$ cat src/rtl/adc_chain_ctrl.sv
// Sequencer and output FIFO for the sigma-delta decimation chain.
// Holds the chain in reset, discards settling samples, then buffers output.
module adc_chain_ctrl #(
    parameter int DW         = 20,
    parameter int FIFO_DEPTH = 4,
    parameter int RST_CYC    = 8,
    parameter int SETTLE_N   = 16
) (
    input  logic          clk,
    input  logic          rstn,
    input  logic          en,
    input  logic          ovf_clr,
    output logic          chain_rstn,
    input  logic          in_vld,
    input  logic [DW-1:0] in_dat,
    output logic          out_valid,
    input  logic          out_ready,
    output logic [DW-1:0] out_data,
    output logic          ovf,
    output logic [1:0]    state_o
);

    localparam int PW   = $clog2(FIFO_DEPTH);
    localparam int CNTW = PW + 1;
    localparam int CW   = 16;

    typedef enum logic [1:0] {
        IDLE   = 2'd0,
        FLUSH  = 2'd1,
        SETTLE = 2'd2,
        RUN    = 2'd3
    } state_t;

    state_t            state;
    logic [CW-1:0]     cnt;
    logic [DW-1:0]     mem [FIFO_DEPTH];
    logic [PW-1:0]     wr_ptr;
    logic [PW-1:0]     rd_ptr;
    logic [CNTW-1:0]   count;
    logic              push;
    logic              pop;
    logic              accept;
    logic              drop;

    assign state_o   = state;
    assign out_valid = (count != '0);
    assign out_data  = mem[rd_ptr];

    assign push   = en && (state == RUN) && in_vld;
    assign pop    = out_valid && out_ready;
    assign accept = push && ((count < CNTW'(FIFO_DEPTH)) || pop);
    assign drop   = push && !accept;

    // Start-up sequencer: chain reset, settling discard, then run.
    always_ff @(posedge clk or negedge rstn) begin
        if (!rstn) begin
            state      <= IDLE;
            chain_rstn <= 1'b0;
            cnt        <= '0;
        end else if (!en) begin
            state      <= IDLE;
            chain_rstn <= 1'b0;
            cnt        <= '0;
        end else begin
            unique case (state)
                IDLE: begin
                    state <= FLUSH;
                    cnt   <= CW'(RST_CYC - 1);
                end
                FLUSH: begin
                    if (cnt == '0) begin
                        chain_rstn <= 1'b1;
                        cnt        <= CW'(SETTLE_N);
                        if (SETTLE_N == 0) state <= RUN;
                        else               state <= SETTLE;
                    end else begin
                        cnt <= cnt - 1'b1;
                    end
                end
                SETTLE: begin
                    if (in_vld) begin
                        cnt <= cnt - 1'b1;
                        if (cnt == CW'(1)) state <= RUN;
                    end
                end
                RUN: begin
                    state <= RUN;
                end
                default: state <= IDLE;
            endcase
        end
    end

    // First-word-fall-through FIFO; flushed whenever en is low.
    always_ff @(posedge clk or negedge rstn) begin
        if (!rstn) begin
            wr_ptr <= '0;
            rd_ptr <= '0;
            count  <= '0;
            for (int i = 0; i < FIFO_DEPTH; i++) mem[i] <= '0;
        end else if (!en) begin
            wr_ptr <= '0;
            rd_ptr <= '0;
            count  <= '0;
        end else begin
            if (accept) begin
                mem[wr_ptr] <= in_dat;
                wr_ptr      <= wr_ptr + 1'b1;
            end
            if (pop) rd_ptr <= rd_ptr + 1'b1;
            count <= count + CNTW'(accept) - CNTW'(pop);
        end
    end

    // Sticky overflow; a drop in the same cycle as a clear keeps it set.
    always_ff @(posedge clk or negedge rstn) begin
        if (!rstn)        ovf <= 1'b0;
        else if (!en)     ovf <= 1'b0;
        else if (drop)    ovf <= 1'b1;
        else if (ovf_clr) ovf <= 1'b0;
    end

endmodule

$ cat config.mk
export PLATFORM = sky130hd
export DESIGN_NAME = adc_chain_ctrl
export DESIGN_NICKNAME = d
export VERILOG_FILES = /design/src/rtl/adc_chain_ctrl.sv
export SDC_FILE = /design/constraint.sdc
export NUM_CORES = 1
export LEC_CHECK = 0
export BUFFER_PORTS_ARGS = -buffer_cell sky130_fd_sc_hd__buf_4
export CELL_PAD_IN_SITES_DETAIL_PLACEMENT = 0
export CELL_PAD_IN_SITES_GLOBAL_PLACEMENT = 1
export CORE_MARGIN = 2
export CORE_UTILIZATION = 43
export CTS_BUF_LIST = sky130_fd_sc_hd__clkbuf_8
export DETAILED_ROUTE_END_ITERATION = 10
export PLACE_DENSITY_LB_ADDON = 0.1
export SLEW_MARGIN = 20
export SYNTH_ARGS = -nofsm -noshare
export SYNTH_HDL_FRONTEND = slang
export SYNTH_SLANG_ARGS = --single-unit
$ cat constraint.sdc
create_clock -name clk -period 6.2 [get_ports clk]
set_clock_uncertainty 0.1 [all_clocks]
set_input_delay 0.31 -clock clk [delete_from_list [all_inputs] [get_ports clk]]
set_output_delay 0.31 -clock clk [all_outputs]
set_load 0.01 [all_outputs]
==> results.cfg, run 1 <==
[outcome]
status = finished clean

[critical_path]
crit_chain = ha_1, nand2_1, nor3_1, nand2_1, mux2_2
critPathMaxStageDelay_ns = 0.78
worst-path-max-fanout = 20
critPathMostFrequentCell = nand2_1
worst_setup_path_end_kind = flip-flop
cp.required_ns = 6.36
crit_family = simple AND/OR/NAND/NOR gates
startpoint_type = flip-flop
path_class = flip-flop to flip-flop
slowest_stage = nand2_1
worst-path-buf-inv = 0
arrival_ns = 2.84

[sta]
finalSetupViolCount = 0
fmax_mhz = 372
slew-limit-headroom_pct = 26.3
final_hold_viol_count = 0
worstMarginPinSlew_ns = 1.10
timing.final.crit_share_pct = 43.3
period_needed_ns = 2.69
setup_tns_ns = 0
rsz0062_at_grt = no
finalMaxSlewViolations = 0
setup_slack_ns = 3.51
whs_ns = 0.0896

[cts]
post_cts_resized = 0
cts_tree = built
clkTransAtPathRegs_ns = 0.10
cts_setup_buffers = 0
cts.sink_count = 107
clk_path_buf_depth = 2
root_buffer = clkbuf_8
clk_latency_ns = 0.37
numCtsBuffers = 9
cts_hold_buf = 1
htree_levels = 3

[synthesis]
synth_common_cells = 107 x dfrtp_1, 80 x mux2_2, 23 x nor2_1, 20 x mux4_2, 20 x nand2_1
synth.top_cell.area_share_pct = 51.3
yosys.cell_types.count = 53
synthCells = 386
netlist_area_um2 = 5220
synth.area.top_cells = dfrtp_1 51%, mux2_2 17%, mux4_2 8.6%
async_flop_share_pct = 100
yosys_warnings = 0
synth-edff-count = 0
ys_seq_area_share_pct = 51.3
synth_most_common_cell = dfrtp_1
yosys.area.top_type = dfrtp_1
ys_ff_latch = 107
yosys_most_used_dff = dfrtp_1
avgSynthCellArea_um2 = 13.5
syn_nets = 426

[layout]
seq_area_um2 = 2680
area_growth_pct = 13.9
drive_above_1_share_pct = 40.6
instances_no_fill = 583
design_area_um2 = 5940
num-fill-cells = 1079
antenna_cells = 0
multi_input_area_um2 = 2390
nets = 472

[routing]
vias = 3166
route.detailed.drc = 0
avgRoutedWirePerCell_um = 17.8
drtPass1Iterations = 4
ant_nets = 0
wirelength_um = 10400
vias_per_cell = 5.43
drtIter0Drc = 124

[power]
seqPwrFrac_pct = 38.1
ir_worst_vdd_uv = 197
comb_power_share_pct = 42.0
p_sw_uw = 866
pwr-share-clk_pct = 19.9
leakage_uw = 0.00288
p_per_area_nw_per_um2 = 420
p_int_uw = 1630
power.switching_fraction_pct = 34.7

[hold_path]
hold_path.class = input port to flip-flop

[placed_design]
io_buffers = 50
gp_congestion = 0.728
dpl_cell_area_um2 = 5700
place_inst = 567
pre_cts_slack_ns = 3.43
place_hpwl_um = 6620

[global_route]
globalRouteOverflowTotal = 0
antenna_found_initial = 0
grt_pass1_wl_um = 17300
grt_max_degree = 63
groute.usage.overall_pct = 17.2
grt_pass1_vias = 3320

[floorplanning]
die_h_um = 114
dieArea_um2 = 13000
die_x_um = 114
coreArea_um2 = 11900
fp-row-count = 40
start_util_pct = 43.8
ios = 51

[run]
max_cap_violations = 0
routing by layer:
layer  wire length (um)  up-vias  GRT usage, %  part of all wire [%]
met1               4880     1631          23.1                    47
met4                185        0          7.15                   1.8
li1                   -     1485             -                     -
met5                  0        -             0                     0
met3                264       12          2.70                   2.5
met2               5040       38          28.2                    49
registers in the layout, indices dropped and copies added (netlist names):
signal,count
count,3
wr_ptr,2
mem,80
cnt,16
ovf,1
state_o,2
chain_rstn,1
rd_ptr,2
metrics by stage:
step / util [%] / power, uW
2_1_floorplan: - / 1690
3_5_place_dp: 47.8 / 2030
4_1_cts: 49.9 / 2540
5_1_grt: 49.9 / 2680
6_report: 49.9 / 2490
3_3_place_gp: 47.8 / 2010
power by group through the flow:
stage	clock (uW)	combinational, uW	sequential [uW]
final	497	1050	950
after global routing	544	1160	973
after CTS	517	1070	950
after detailed placement	0	1060	963
after global placement	0	1060	960
after floorplan	0	761	929
placed cells by master, fill, tap and decap left out, drive strengths merged, types with 3 or more instances in the layout:
cell and n:
xor2 5, clkbuf 9, nand2 20, buf 52
nor3 8, o21ai 14, mux2 80, nor2 23
mux4 20, bufinv 3, a22o 4, and2 6
nor4 6, ha 13, and3 4, dfrtp 107
nand3 6, inv 15, a21o 3, xnor2 4
kinds of logic after synthesis:
family / Yosys count / synth area share, %
multiplexers: 101 / 26.1
buffers and inverters: 32 / 2.76
AO/OA/AOI/OAI: 38 / 5.64
flip-flops: 107 / 51.3
AND/OR/NAND/NOR: 85 / 9.14
XOR/XNOR: 9 / 1.51
adder cells (fa/ha/maj): 14 / 3.50
final timing paths:
kind / start / end / slack, ns / cells past startpoint
setup / recovery: state_o[0]$_DFFE_PN0P_ / mem[79]$_DFFE_PN0P_ / 3.51 / 5
hold / removal: in_dat[7] / mem[67]$_DFFE_PN0P_ / 0.09 / 2
setup reg to reg: state_o[0]$_DFFE_PN0P_ / mem[79]$_DFFE_PN0P_ / 3.51 / 5
hold reg to reg: mem[35]$_DFFE_PN0P_ / mem[35]$_DFFE_PN0P_ / 0.41 / 1
max in group asynchronous: rstn / mem[50]$_DFFE_PN0P_ / 4.39 / 3
min in group asynchronous: rstn / mem[62]$_DFFE_PN0P_ / 0.39 / 2
layout make-up:
class	count	share of cell area, %
timing repair buffer	53	6.74
clock inverter	6	1.79
multi-input combinational	247	40.3
inverter	14	0.885
sequential	107	45.1
clock buffer	9	2.09
tap	147	3.10
Note: power is estimated with default switching activity, not from simulation.
==> inputs of run 2 (changes only) <==
- clock period: 6.2 -> 2.4 ns (I/O delays scaled with it)
==> run 2 against run 1 <==
Compared with the run above: first-iteration DRC count fell by 13%; critical endpoint is now count[2]$_DFF_PN0_; largest cell class unchanged; die area did not move; highest routed layer unchanged; routed wire length rose by 0.41%; core utilization rose by 3.0 points; cell count rose by 7.5%.
==> results.cfg, run 2 (synthesized netlist as in run 1, its figures left out) <==
[outcome]
status = finished clean

[routing]
ant_nets = 0
route.detailed.drc = 0
wirelength_um = 10400
vias = 3336
drtIter0Drc = 108
vias_per_cell = 5.32
avgRoutedWirePerCell_um = 16.6
drtPass1Iterations = 4

[floorplanning]
start_util_pct = 43.8
ios = 51
die_x_um = 114
dieArea_um2 = 13000
die_h_um = 114
fp-row-count = 40
coreArea_um2 = 11900

[sta]
setup_tns_ns = 0
finalMaxSlewViolations = 0
worstMarginPinSlew_ns = 0.602
fmax_mhz = 442
period_needed_ns = 2.26
setup_slack_ns = 0.136
timing.final.crit_share_pct = 94.3
slew-limit-headroom_pct = 59.9
finalSetupViolCount = 0
final_hold_viol_count = 0
rsz0062_at_grt = no

[cts]
numCtsBuffers = 9
htree_levels = 3
clkTransAtPathRegs_ns = 0.09
cts_tree = built
clk_path_buf_depth = 2
cts.sink_count = 107
root_buffer = clkbuf_8
clk_latency_ns = 0.37

[critical_path]
crit_family = adder cells
worst-path-max-fanout = 2
cp.required_ns = 2.57
path_class = flip-flop to flip-flop
worst-path-buf-inv = 2
arrival_ns = 2.43
slowest_stage = dfrtp_1
startpoint_type = flip-flop
crit_chain = or3_1, and2_1, ha_1, inv_1, ha_1, inv_1, fa_1, xnor2_1, nor2_1
worst_setup_path_end_kind = flip-flop
critPathMaxStageDelay_ns = 0.39

[layout]
nets = 516
reg_top3 = mem: 80 flops, cnt: 16 flops, count: 3 flops
area_growth_pct = 20.8
largest_reg_flops = 80
antenna_cells = 0
instances_no_fill = 627
num-fill-cells = 1072
drive_above_1_share_pct = 40.8
final_cell_mix = 107 x dfrtp_1, 80 x mux2_2, 72 x buf_4, 23 x nor2_1, 23 x dlygate4sd3_1
design_area_um2 = 6300
top_register = mem
final_common_cell = dfrtp_1

[hold_path]
hold_path.class = input port to flip-flop

[placed_design]
place_inst = 588
io_buffers = 50
dpl_cell_area_um2 = 5880
place_hpwl_um = 6900
pre_cts_slack_ns = 0.0998
gp_congestion = 0.730

[power]
leakage_uw = 0.00307
ir_worst_vdd_uv = 501
p_per_area_nw_per_um2 = 1020

[global_route]
antenna_found_initial = 0
grt_pass1_wl_um = 17600
grt_pass1_vias = 3437
groute.usage.overall_pct = 17.6
grt_max_degree = 46
globalRouteOverflowTotal = 0

[run]
max_cap_violations = 0
==> run 2: area by class of cell <==
cell class                 instances  area, um^2  area share [%]
sequential                       107        2680            42.5
multi-input combinational        247        2400            38.1
timing repair buffer              97         811            12.9
tap                              147         184            2.92
clock buffer                       9         124            1.97
clock inverter                     6        52.6           0.834
inverter                          14        52.6           0.834
==> run 2: per-layer routing <==
| metal | wire [um] | GRT usage (%) | up-vias | share of wire, % |
|---|---|---|---|---|
| met4 | 185 | 7.07 | 0 | 1.8 |
| met2 | 5080 | 27.6 | 38 | 49 |
| met5 | 0 | 0 | - | 0 |
| met3 | 206 | 3.07 | 12 | 2.0 |
| met1 | 4940 | 24.4 | 1703 | 47 |
| li1 | - | - | 1583 | - |
==> run 2: final timing paths <==
path	slack, ns	from	end	depth (start not counted)
min in group asynchronous	0.18	rstn	mem[42]$_DFFE_PN0P_	2
min	0.06	en	count[1]$_DFF_PN0_	4
min reg2reg	0.41	mem[21]$_DFFE_PN0P_	mem[21]$_DFFE_PN0P_	1
max in group asynchronous	1.29	rstn	cnt[9]$_DFFE_PN0P_	3
max	0.14	count[0]$_DFF_PN0_	count[2]$_DFF_PN0_	9
max reg2reg	0.14	count[0]$_DFF_PN0_	count[2]$_DFF_PN0_	9
==> run 2: worst reg2reg max path, delay by kind of cell (launching register included) <==
family	cells	cell delay (ns)
flip-flops	1	0.39
XOR/XNOR	1	0.16
adder cells (fa/ha/maj)	3	0.79
buffers and inverters	2	0.11
AND/OR/NAND/NOR	3	0.62
==> run 2: repair_timing <==
action,CTS,global route
endpoints found under the hold margin,123,0
buffers inserted,0,1
hold buffers,23,0
gates resized for setup,0,1
setup endpoints to repair,0,1
==> run 2: per-stage QoR <==
step / util [%] / hold WS [ns] / total power (uW)
after global placement: 49.4 / 0.0661 / 5380
after floorplan: - / -0.276 / 4370
final: 52.9 / 0.0635 / 6410
after global routing: 52.9 / 0.0779 / 6920
after detailed placement: 49.4 / 0.0681 / 5410
after CTS: 52.8 / 0.0290 / 6510
==> run 2: where the power goes <==
group | switching (uW) | internal [uW]
clock network | 586 | 463
registers | 281 | 2150
logic | 1370 | 1560
